--- config.mk ---
export PLATFORM = sky130hd
export DESIGN_NAME = video_core_avs_csr
export DESIGN_NICKNAME = d
export VERILOG_FILES = /design/src/rtl/video_core_avs_csr.sv
export SDC_FILE = /design/constraint.sdc
export NUM_CORES = 1
export LEC_CHECK = 0
export ABC_CLOCK_PERIOD_IN_PS = 3400
export CAP_MARGIN = 20
export CORE_MARGIN = 2
export CORE_UTILIZATION = 35
export DETAILED_ROUTE_END_ITERATION = 10
export HOLD_SLACK_MARGIN = 0.1
export PLACE_DENSITY_LB_ADDON = 0.25
export SLEW_MARGIN = 10
export SYNTH_ARGS = -nofsm -noshare
export SYNTH_HDL_FRONTEND = slang
export SYNTH_SLANG_ARGS = --single-unit
export TNS_END_PERCENT = 5
--- constraint.sdc ---
create_clock -name sys_clk -period 3.4 [get_ports sys_clk]
set_clock_uncertainty 0.15 [all_clocks]
set_input_delay 0.68 -clock sys_clk [delete_from_list [all_inputs] [get_ports sys_clk]]
set_output_delay 0.68 -clock sys_clk [all_outputs]
set_load 0.05 [all_outputs]
--- src/rtl/video_core_avs_csr.sv ---
// video_core_avs_csr
// Avalon-MM CSR responder for one video pipeline core. Software writes a
// shadow copy of the core configuration; the shadow is copied into the active
// copy (which drives the core) only at start-of-frame or on an explicit
// immediate-commit command, so the core never changes config mid-frame.
//
// Bus handshake: there is no waitrequest. A write or read is accepted in the
// cycle its strobe is high. Read data is returned exactly one cycle later
// together with a one-cycle avs_readdatavalid; readdata is zero whenever
// readdatavalid is low. A read and a write in the same cycle both take
// effect, and the read returns the value held before the write.
//
// Register map (word addresses):
//   0 CTRL   RW  bit0 = shadow bypass
//   1 PARAM  RW  [PARAM_WIDTH-1:0] shadow parameter, unused high bits read 0
//   2 STATUS RO  bit0 = pending, bit1 = active bypass, [31:16] = frame count
//   3 CMD    WO  bit0 = immediate commit, bit1 = clear frame count; reads 0
// Any other address reads 0 and ignores writes.
module video_core_avs_csr #(
    parameter int                     ADDR_WIDTH  = 2,
    parameter int                     PARAM_WIDTH = 32,
    parameter logic                   BYPASS_RST  = 1'b0,
    parameter logic [PARAM_WIDTH-1:0] PARAM_RST   = '0,
    parameter int                     FCNT_WIDTH  = 16
) (
    input  logic                   sys_clk,
    input  logic                   sys_rst,
    input  logic [ADDR_WIDTH-1:0]  avs_address,
    input  logic                   avs_write,
    input  logic [31:0]            avs_writedata,
    input  logic                   avs_read,
    output logic [31:0]            avs_readdata,
    output logic                   avs_readdatavalid,
    input  logic                   sof,
    output logic                   cfg_bypass,
    output logic [PARAM_WIDTH-1:0] cfg_param,
    output logic                   cfg_update
);

    localparam logic [ADDR_WIDTH-1:0] ADDR_CTRL   = ADDR_WIDTH'(0);
    localparam logic [ADDR_WIDTH-1:0] ADDR_PARAM  = ADDR_WIDTH'(1);
    localparam logic [ADDR_WIDTH-1:0] ADDR_STATUS = ADDR_WIDTH'(2);
    localparam logic [ADDR_WIDTH-1:0] ADDR_CMD    = ADDR_WIDTH'(3);

    logic                   r_shadow_bypass;
    logic [PARAM_WIDTH-1:0] r_shadow_param;
    logic                   r_active_bypass;
    logic [PARAM_WIDTH-1:0] r_active_param;
    logic                   r_pending;
    logic [FCNT_WIDTH-1:0]  r_fcnt;
    logic [31:0]            r_readdata;
    logic                   r_readdatavalid;
    logic                   r_update;

    logic                   w_wr_ctrl;
    logic                   w_wr_param;
    logic                   w_wr_cmd;
    logic                   w_wr_shadow;
    logic                   w_commit;
    logic                   w_fcnt_clear;
    logic [31:0]            w_status;
    logic [31:0]            w_rd_mux;

    // Write decode, commit and counter-clear conditions
    always_comb begin
        w_wr_ctrl    = avs_write && (avs_address == ADDR_CTRL);
        w_wr_param   = avs_write && (avs_address == ADDR_PARAM);
        w_wr_cmd     = avs_write && (avs_address == ADDR_CMD);
        w_wr_shadow  = w_wr_ctrl || w_wr_param;
        // A coincident sof and CMD commit collapse into a single commit.
        w_commit     = (sof && r_pending) || (w_wr_cmd && avs_writedata[0]);
        w_fcnt_clear = w_wr_cmd && avs_writedata[1];
    end

    // Read mux built from pre-write register contents
    always_comb begin
        w_status = {16'(r_fcnt), 14'd0, r_active_bypass, r_pending};
        w_rd_mux = 32'd0;
        case (avs_address)
            ADDR_CTRL:   w_rd_mux = {31'd0, r_shadow_bypass};
            ADDR_PARAM:  w_rd_mux = 32'(r_shadow_param);
            ADDR_STATUS: w_rd_mux = w_status;
            default:     w_rd_mux = 32'd0;
        endcase
    end

    // Shadow registers and the pending flag
    always_ff @(posedge sys_clk) begin
        if (sys_rst) begin
            r_shadow_bypass <= BYPASS_RST;
            r_shadow_param  <= PARAM_RST;
            r_pending       <= 1'b0;
        end else begin
            if (w_wr_ctrl)  r_shadow_bypass <= avs_writedata[0];
            if (w_wr_param) r_shadow_param  <= avs_writedata[PARAM_WIDTH-1:0];
            // A same-cycle shadow write keeps pending set across a commit.
            if (w_wr_shadow)   r_pending <= 1'b1;
            else if (w_commit) r_pending <= 1'b0;
        end
    end

    // Active registers take the shadow as it stood before this cycle's write
    always_ff @(posedge sys_clk) begin
        if (sys_rst) begin
            r_active_bypass <= BYPASS_RST;
            r_active_param  <= PARAM_RST;
            r_update        <= 1'b0;
        end else begin
            if (w_commit) begin
                r_active_bypass <= r_shadow_bypass;
                r_active_param  <= r_shadow_param;
            end
            r_update <= w_commit;
        end
    end

    // Frame counter: wraps naturally; clear beats a same-cycle sof
    always_ff @(posedge sys_clk) begin
        if (sys_rst) begin
            r_fcnt <= '0;
        end else if (w_fcnt_clear) begin
            r_fcnt <= '0;
        end else if (sof) begin
            r_fcnt <= r_fcnt + FCNT_WIDTH'(1);
        end
    end

    // One-cycle read return; data forced to zero when not valid
    always_ff @(posedge sys_clk) begin
        if (sys_rst) begin
            r_readdata      <= 32'd0;
            r_readdatavalid <= 1'b0;
        end else begin
            r_readdatavalid <= avs_read;
            r_readdata      <= avs_read ? w_rd_mux : 32'd0;
        end
    end

    assign avs_readdata      = r_readdata;
    assign avs_readdatavalid = r_readdatavalid;
    assign cfg_bypass        = r_active_bypass;
    assign cfg_param         = r_active_param;
    assign cfg_update        = r_update;

endmodule

; ---- Yosys cells after proc, flatten, opt, wreduce, memory -nomap -nowiden
; Cells that the tools add are included.
[word_totals]
out_inout_bits = 67
reg_bits = 117
wordCells = 29
[classes]
muxes = 3
n_bitwise = 1
n_addsub = 1
eq_ne = 3
reduce_logical = 12
[ops]
columns = operator, n
row1 = $pmux W32 S3, 1
row2 = $add A16 B1 Y16 const B, 1
row3 = $logic_and A1 B1 Y1, 6
row4 = $eq A2 B2 Y1 const B, 2
row5 = $reduce_or A2 Y1, 2
row6 = $eq A2 B1 Y1 const B, 1
row7 = $logic_not A2 Y1, 1
row8 = $logic_or A1 B1 Y1, 2
row9 = $mux W1, 2
row10 = $reduce_bool A2 Y1, 1
row11 = $not A1 Y1, 1

; ---- Logic depth before layout (Yosys ltp)
; Gate-level depths: netlist of the first run.
[logic_depth]
word_depth = 6
depth_mapped = 7
ltp_nobuf = 5

; ---- Worst setup path before layout of the first run
; OpenSTA, ideal clock, no wires.
[synth_path]
path_kind = in2reg
start = input port avs_write
end = register r_active_param[1] (netlist: cfg_param[1])
arrival_time_ps = 1437
setup_time_ps = 132
path_buffers = 1
slack_ps = 1681
path_stages = 5
cell_sequence = and3_2 -> a22o_2 -> buf_4 -> nand2_1 -> a21oi_1
[synth_via]
elab_chain_cells = 3
[synth_rtl]
columns = element, line
row1 = "start, declared", 29  ; input logic avs_write,
row2 = $logic_and A1 B1 Y1, 68  ; w_wr_cmd = avs_write && (avs_address == ADDR_CMD);
row3 = $logic_and A1 B1 Y1, 71  ; w_commit = (sof && r_pending) || (w_wr_cmd && avs_writedata[0]);
row4 = $logic_or A1 B1 Y1, 71
row5 = "end signal, assigned", 111  ; r_active_param <= r_shadow_param;
row6 = "end, declared", 48  ; logic [PARAM_WIDTH-1:0] r_active_param;
; No other way between the ends.
; A chain may end at the register's enable or synchronous reset.

; ---- Final worst setup path of the first run
[layout_path]
start = register r_active_bypass (netlist: cfg_bypass)
end = output port cfg_bypass
[layout_rtl]
columns = element, line
row1 = "start, declared", 47  ; logic r_active_bypass;
row2 = "start signal, assigned", 110  ; r_active_bypass <= r_shadow_bypass;
row3 = "end, declared", 35  ; output logic cfg_bypass,
; No word-level cell between the ends.

==> impl_metrics.yaml, run 1 <==
drt:
  ant_nets: 0
  routed_wl_mm: 11.0
  firstDrtPassIters: 5
  drc: 0
  wl_per_cell_um: 14.8
  wl_met1_mm: 4.98
  vias: 3628
  routed-wl-met3_um: 418
  viasPerCell: 4.90
  dr.first_iter.drc_count: 219
  highest_layer: "met4"
  met2_wirelength_mm: 5.45
global_routing:
  grt_max_degree: 69
  grt_usage_pct: 17.4
  grt_pass1_wl_mm: 17.8
  gr-total-overflow: 0
  antenna_found_initial: 0
  grt_pass1_vias: 3579
logic_synthesis:
  synth_area_leaders: "dfxtp_1, nand2_1, a21oi_1"
  ys_ff_latch: 117
  netlist_area_um2: 4240
  synthArstFlopShare_pct: 0
  synthesis.nets: 523
  yosysMostFrequentCell: "nand2_1"
  synthDistinctLibCells: 38
  yosysWarnings: 0
  synth_cells: 483
  yosysTopAreaCell: "dfxtp_1"
  synth_top_flop_cell: "dfxtp_1"
  avgSynthCellArea_um2: 8.77
  synth-seq-area-share_pct: 55.3
  synth-edff-count: 0
  synth_top_cells_by_count: "nand2_1, dfxtp_1, a21oi_1"
  netlist.area_leader.share_pct: 55.3
critical_path:
  crit_slowest_cell: "clkdlybuf4s50_1"
  crit_chain: "clkdlybuf4s50_1"
  cp_slowest_stage_delay_ns: 0.85
  critPathMaxFanout: 3
  cp_top_family: "buffers and inverters"
  criticalPathCategory: "flip-flop to primary output"
  path_buf_inv: 1
  cp_data_arrival_time_ns: 1.59
  worst_setup_path_start_kind: "flip-flop"
  crit_required_ns: 2.57
  end_kind: "primary output"
timing:
  setup_violations: 0
  slew_viol_final: 0
  fin_tns_setup_ns: 0
  slew_headroom_pct: 53.6
  tightestPinTransition_ns: 0.696
  hold_violations: 0
  period_share_pct: 71.2
  post-route-min-period_ns: 2.42
  rsz0062_at_grt: "no"
  max_freq_mhz: 413
cts:
  holdBufCountCts: 0
  cts_buffers: 17
  cts_max_level: 4
  cts.repair.resized: 0
  clock_path_buffers: 2
  cts_setup_buffers: 0
  clk_pin_slew_ns: 0.05
  root_buffer: "clkbuf_16"
  cts_sinks: 117
  cts_tree: "yes"
  clk_latency_ns: 0.41
floorplan:
  rows: 40
  die_w_um: 114
  die_y_um: 114
  dieArea_um2: 13000
  initial_core_util_pct: 35.6
  io_pins: 106
  core_um2: 11900
power_and_ir_drop:
  internal_power_w: 0.00275
  p_per_area_nw_per_um2: 582
  p_clk_share_pct: 53.6
  p_comb_share_pct: 5.6
  sequentialPowerShare_pct: 40.9
  p_leak_nw: 2.14
  p_switching_w: 0.000712
  peakVddDrop_uv: 248
  switching_share_pct: 20.6
worst_hold_path:
  hold_class: "flip-flop to flip-flop"
finish:
  syn2layout_area_growth_pct: 40.4
  layout-drive-gt1-share_pct: 9.09
  instances_no_fill: 741
  num_antenna_cells: 0
  nets: 622
run:
  maxCapViolations: 0
placed_design:
  dp_cells: 710
  dpl.hpwl_mm: 7.45
  gp_congestion: 0.763
  io_buffers: 105
status:
  run_status: "complete, no violations"
## registers in the layout, summed over array words and instances, names as in the netlist
signal             cells
r_pending              1
avs_readdatavalid      1
r_shadow_param        32
cfg_update             1
r_shadow_bypass        1
r_fcnt                16
cfg_param             32
avs_readdata          32
cfg_bypass             1
## worst register-to-register path: stages (launching register included)
cell and delay, ns:
dfxtp_1 0.45, ha_1 0.27, nand2_1 0.19, nor2_1 0.18
a211oi_1 0.09, a31o_1 0.20
## layout by cell type (no fill, tap or decap), types with 2 or more instances in the layout
cell type and instances:
clkbuf_16 17, buf_4 9, nand4_1 6, a22oi_1 17
xnor2_1 5, clkbuf_8 3, mux2i_1 2, clkinv_2 3
and3_1 16, clkbuf_1 2, nand2_1 137, dfxtp_1 117
nand3_1 4, a21oi_1 70, nor3_1 2, nor2_1 39
nand2b_1 2, bufinv_16 4, clkdlybuf4s50_1 104, inv_1 5
a31o_2 2, xor2_1 6, clkinvlp_4 2
## final cells by class
cell class | count | area [um^2]
clock inverter | 9 | 150
clock buffer | 22 | 474
sequential | 117 | 2340
multi-input combinational | 326 | 1660
fill | 1120 | 5970
inverter | 6 | 22.5
timing repair buffer | 114 | 1110
tap | 147 | 184
## cell families (layout without fill, tap and decap cells)
group | Yosys count | after routing | share of synthesized area (%)
xor+xnor | 11 | 11 | 2.27
fa+ha+maj | 1 | 1 | 0.295
simple gates | 216 | 216 | 22.6
flops | 117 | 117 | 55.3
buf+inv | 40 | 151 | 5.61
mux | 3 | 3 | 0.827
compound gates | 95 | 95 | 13.1
## path summary, 6_finish.rpt
kind,startpoint,end,slack (ns),depth (start not counted)
worst min-delay path,cfg_param[30],cfg_param[30],0.30,2
worst max register to register,r_fcnt[0],r_fcnt[14],1.76,5
worst max-delay path,cfg_bypass,cfg_bypass,0.98,1
worst min register to register,cfg_param[30],cfg_param[30],0.30,2
## per-stage QoR
stage / setup WS [ns] / utilization [%] / hold slack [ns] / area, um^2 / power (W)
floorplan: 1.68 / - / 0.295 / 4240 / 0.00155
global placement: 0.779 / 44.7 / 0.292 / 5320 / 0.00163
detailed placement: 0.718 / 44.7 / 0.292 / 5320 / 0.00163
CTS: 0.956 / 49.9 / 0.299 / 5940 / 0.00350
global route: 0.924 / 49.9 / 0.307 / 5940 / 0.00358
finish: 0.978 / 49.9 / 0.296 / 5940 / 0.00346
## per-layer routing
layer  GRT usage [%]  vias up
met2            29.1       88
met1            21.8     1735
met3            4.78       10
met4            5.93        0
met5               0        -
li1                -     1795
## power by group through the flow
stage,combinational (W),clock (W),sequential (W)
2_1_floorplan,0.0000942,0,0.00146
3_3_place_gp,0.000191,0,0.00144
3_5_place_dp,0.000193,0,0.00144
4_1_cts,0.000194,0.00189,0.00141
5_1_grt,0.000209,0.00196,0.00142
6_report,0.000192,0.00185,0.00141
No activity file was read; power rests on OpenSTA's default activity.
==> run 2: changes to the inputs <==
Settings changed: ABC_CLOCK_PERIOD_IN_PS 3400 to 2100.
Clock period 3.4 ns to 2.1 ns, I/O delays scaled along.
==> impl_metrics.yaml, run 2 (synthesis results as in run 1) <==
placed_design:
  dp_cells: 722
  io_buffers: 105
  dpl.hpwl_mm: 7.89
  dp_slack_ns: -0.00719
  gp_congestion: 0.785
finish:
  num_antenna_cells: 0
  multi_input_area_um2: 1660
  syn2layout_area_growth_pct: 43.2
  final_cell_mix: "nand2_1, dfxtp_1, a21oi_1"
  layout-drive-gt1-share_pct: 13.7
  regArea_um2: 2340
  layout_commonest_cell: "nand2_1"
  nets: 634
  instances_no_fill: 754
  nFillCells: 1123
power_and_ir_drop:
  peakVddDrop_uv: 437
  p_per_area_nw_per_um2: 959
  p_leak_nw: 2.67
  power_w: 0.00581
cts:
  root_buffer: "clkbuf_16"
  cts_sinks: 117
  cts_buffers: 17
  clk_pin_slew_ns: 0.06
  cts_tree: "yes"
  cts_max_level: 4
  clock_path_buffers: 2
  holdBufCountCts: 0
  clk_latency_ns: 0.40
timing:
  tightestPinTransition_ns: 0.512
  hold-worst-slack_ns: 0.299
  hold_violations: 0
  fin_ws_ns: 0.0346
  post-route-min-period_ns: 2.07
  slew_headroom_pct: 65.8
  period_share_pct: 98.4
  slew_viol_final: 0
  max_freq_mhz: 484
  fin_tns_setup_ns: 0
  setup_violations: 0
drt:
  drc: 0
  dr.first_iter.drc_count: 218
  routed_wl_mm: 11.0
  viasPerCell: 4.77
  ant_nets: 0
  wl_per_cell_um: 14.6
  vias: 3596
  firstDrtPassIters: 5
global_routing:
  grt_pass1_wl_mm: 18.0
  grt_pass1_vias: 3651
  gr-total-overflow: 0
  antenna_found_initial: 0
  grt_usage_pct: 17.6
  grt_max_degree: 25
critical_path:
  crit_required_ns: 1.53
  end_kind: "primary output"
  path_buf_inv: 1
  cp_slowest_stage_delay_ns: 0.79
  crit_slowest_cell: "clkdlybuf4s50_1"
  critPathMaxFanout: 1
  criticalPathCategory: "flip-flop to primary output"
  crit_chain: "clkdlybuf4s50_1"
  cp_data_arrival_time_ns: 1.50
  cp_top_family: "buffers and inverters"
  worst_setup_path_start_kind: "flip-flop"
floorplan:
  die_y_um: 114
  io_pins: 106
  die_w_um: 114
  dieArea_um2: 13000
  core_um2: 11900
  rows: 40
  initial_core_util_pct: 35.6
status:
  run_status: "complete, no violations"
run:
  maxCapViolations: 0
worst_hold_path:
  hold_class: "flip-flop to flip-flop"
[run 2: changes by cell type in the layout (fill, tap and decap cells not counted), sizes merged]
cell           before  now
buf                10   37
dlygate4sd2         0   30
inv                 6    8
dlymetal6s2s        0   14
bufinv              4    5
clkbuf             22   20
clkinvlp            2    1
clkdlybuf4s50     104   45
clkinv              3    4
[run 2: final cells by class]
| cell class | instances | share of cell area, % |
|---|---|---|
| well taps | 147 | 3.03 |
| multi-input cells | 326 | 27.3 |
| repair buffers | 126 | 19.8 |
| inverters | 6 | 0.371 |
| flip-flops and latches | 117 | 38.6 |
| clock inverters | 12 | 3.28 |
| clock buffers | 20 | 7.53 |
[run 2: report_power, final]
part	internal (W)	switching [W]
Combinational	0.000143	0.000190
Sequential	0.00226	0.0000288
Clock	0.00217	0.00102
[run 2: repair_timing]
item	CTS	global route
gates resized for setup	30	14
pin swaps	0	0
endpoints found under the hold margin	0	0
endpoints found under the setup margin	30	14
buffers inserted	0	0
[run 2: final timing paths]
path                startpoint            to  slack (ns)  cells after the start
setup / recovery    cfg_update    cfg_update        0.03                      1
setup reg to reg     r_fcnt[3]    r_fcnt[11]        0.49                      4
hold / removal    cfg_param[6]  cfg_param[6]        0.30                      2
hold reg to reg   cfg_param[6]  cfg_param[6]        0.30                      2
[run 2: through the flow]
stage | utilization, % | instance area, um^2
after floorplan | - | 4240
after global placement | 45.4 | 5410
after detailed placement | 45.4 | 5410
after CTS | 50.6 | 6030
after global routing | 50.9 | 6060
final | 50.9 | 6060
[run 2: routing by layer]
layer	share of wire [%]	global-route usage, %	vias up
met1	44	21.6	1677
li1	-	-	1823
met4	1.2	6.83	0
met3	4.9	3.93	14
met2	49	29.9	82
met5	0	0	-
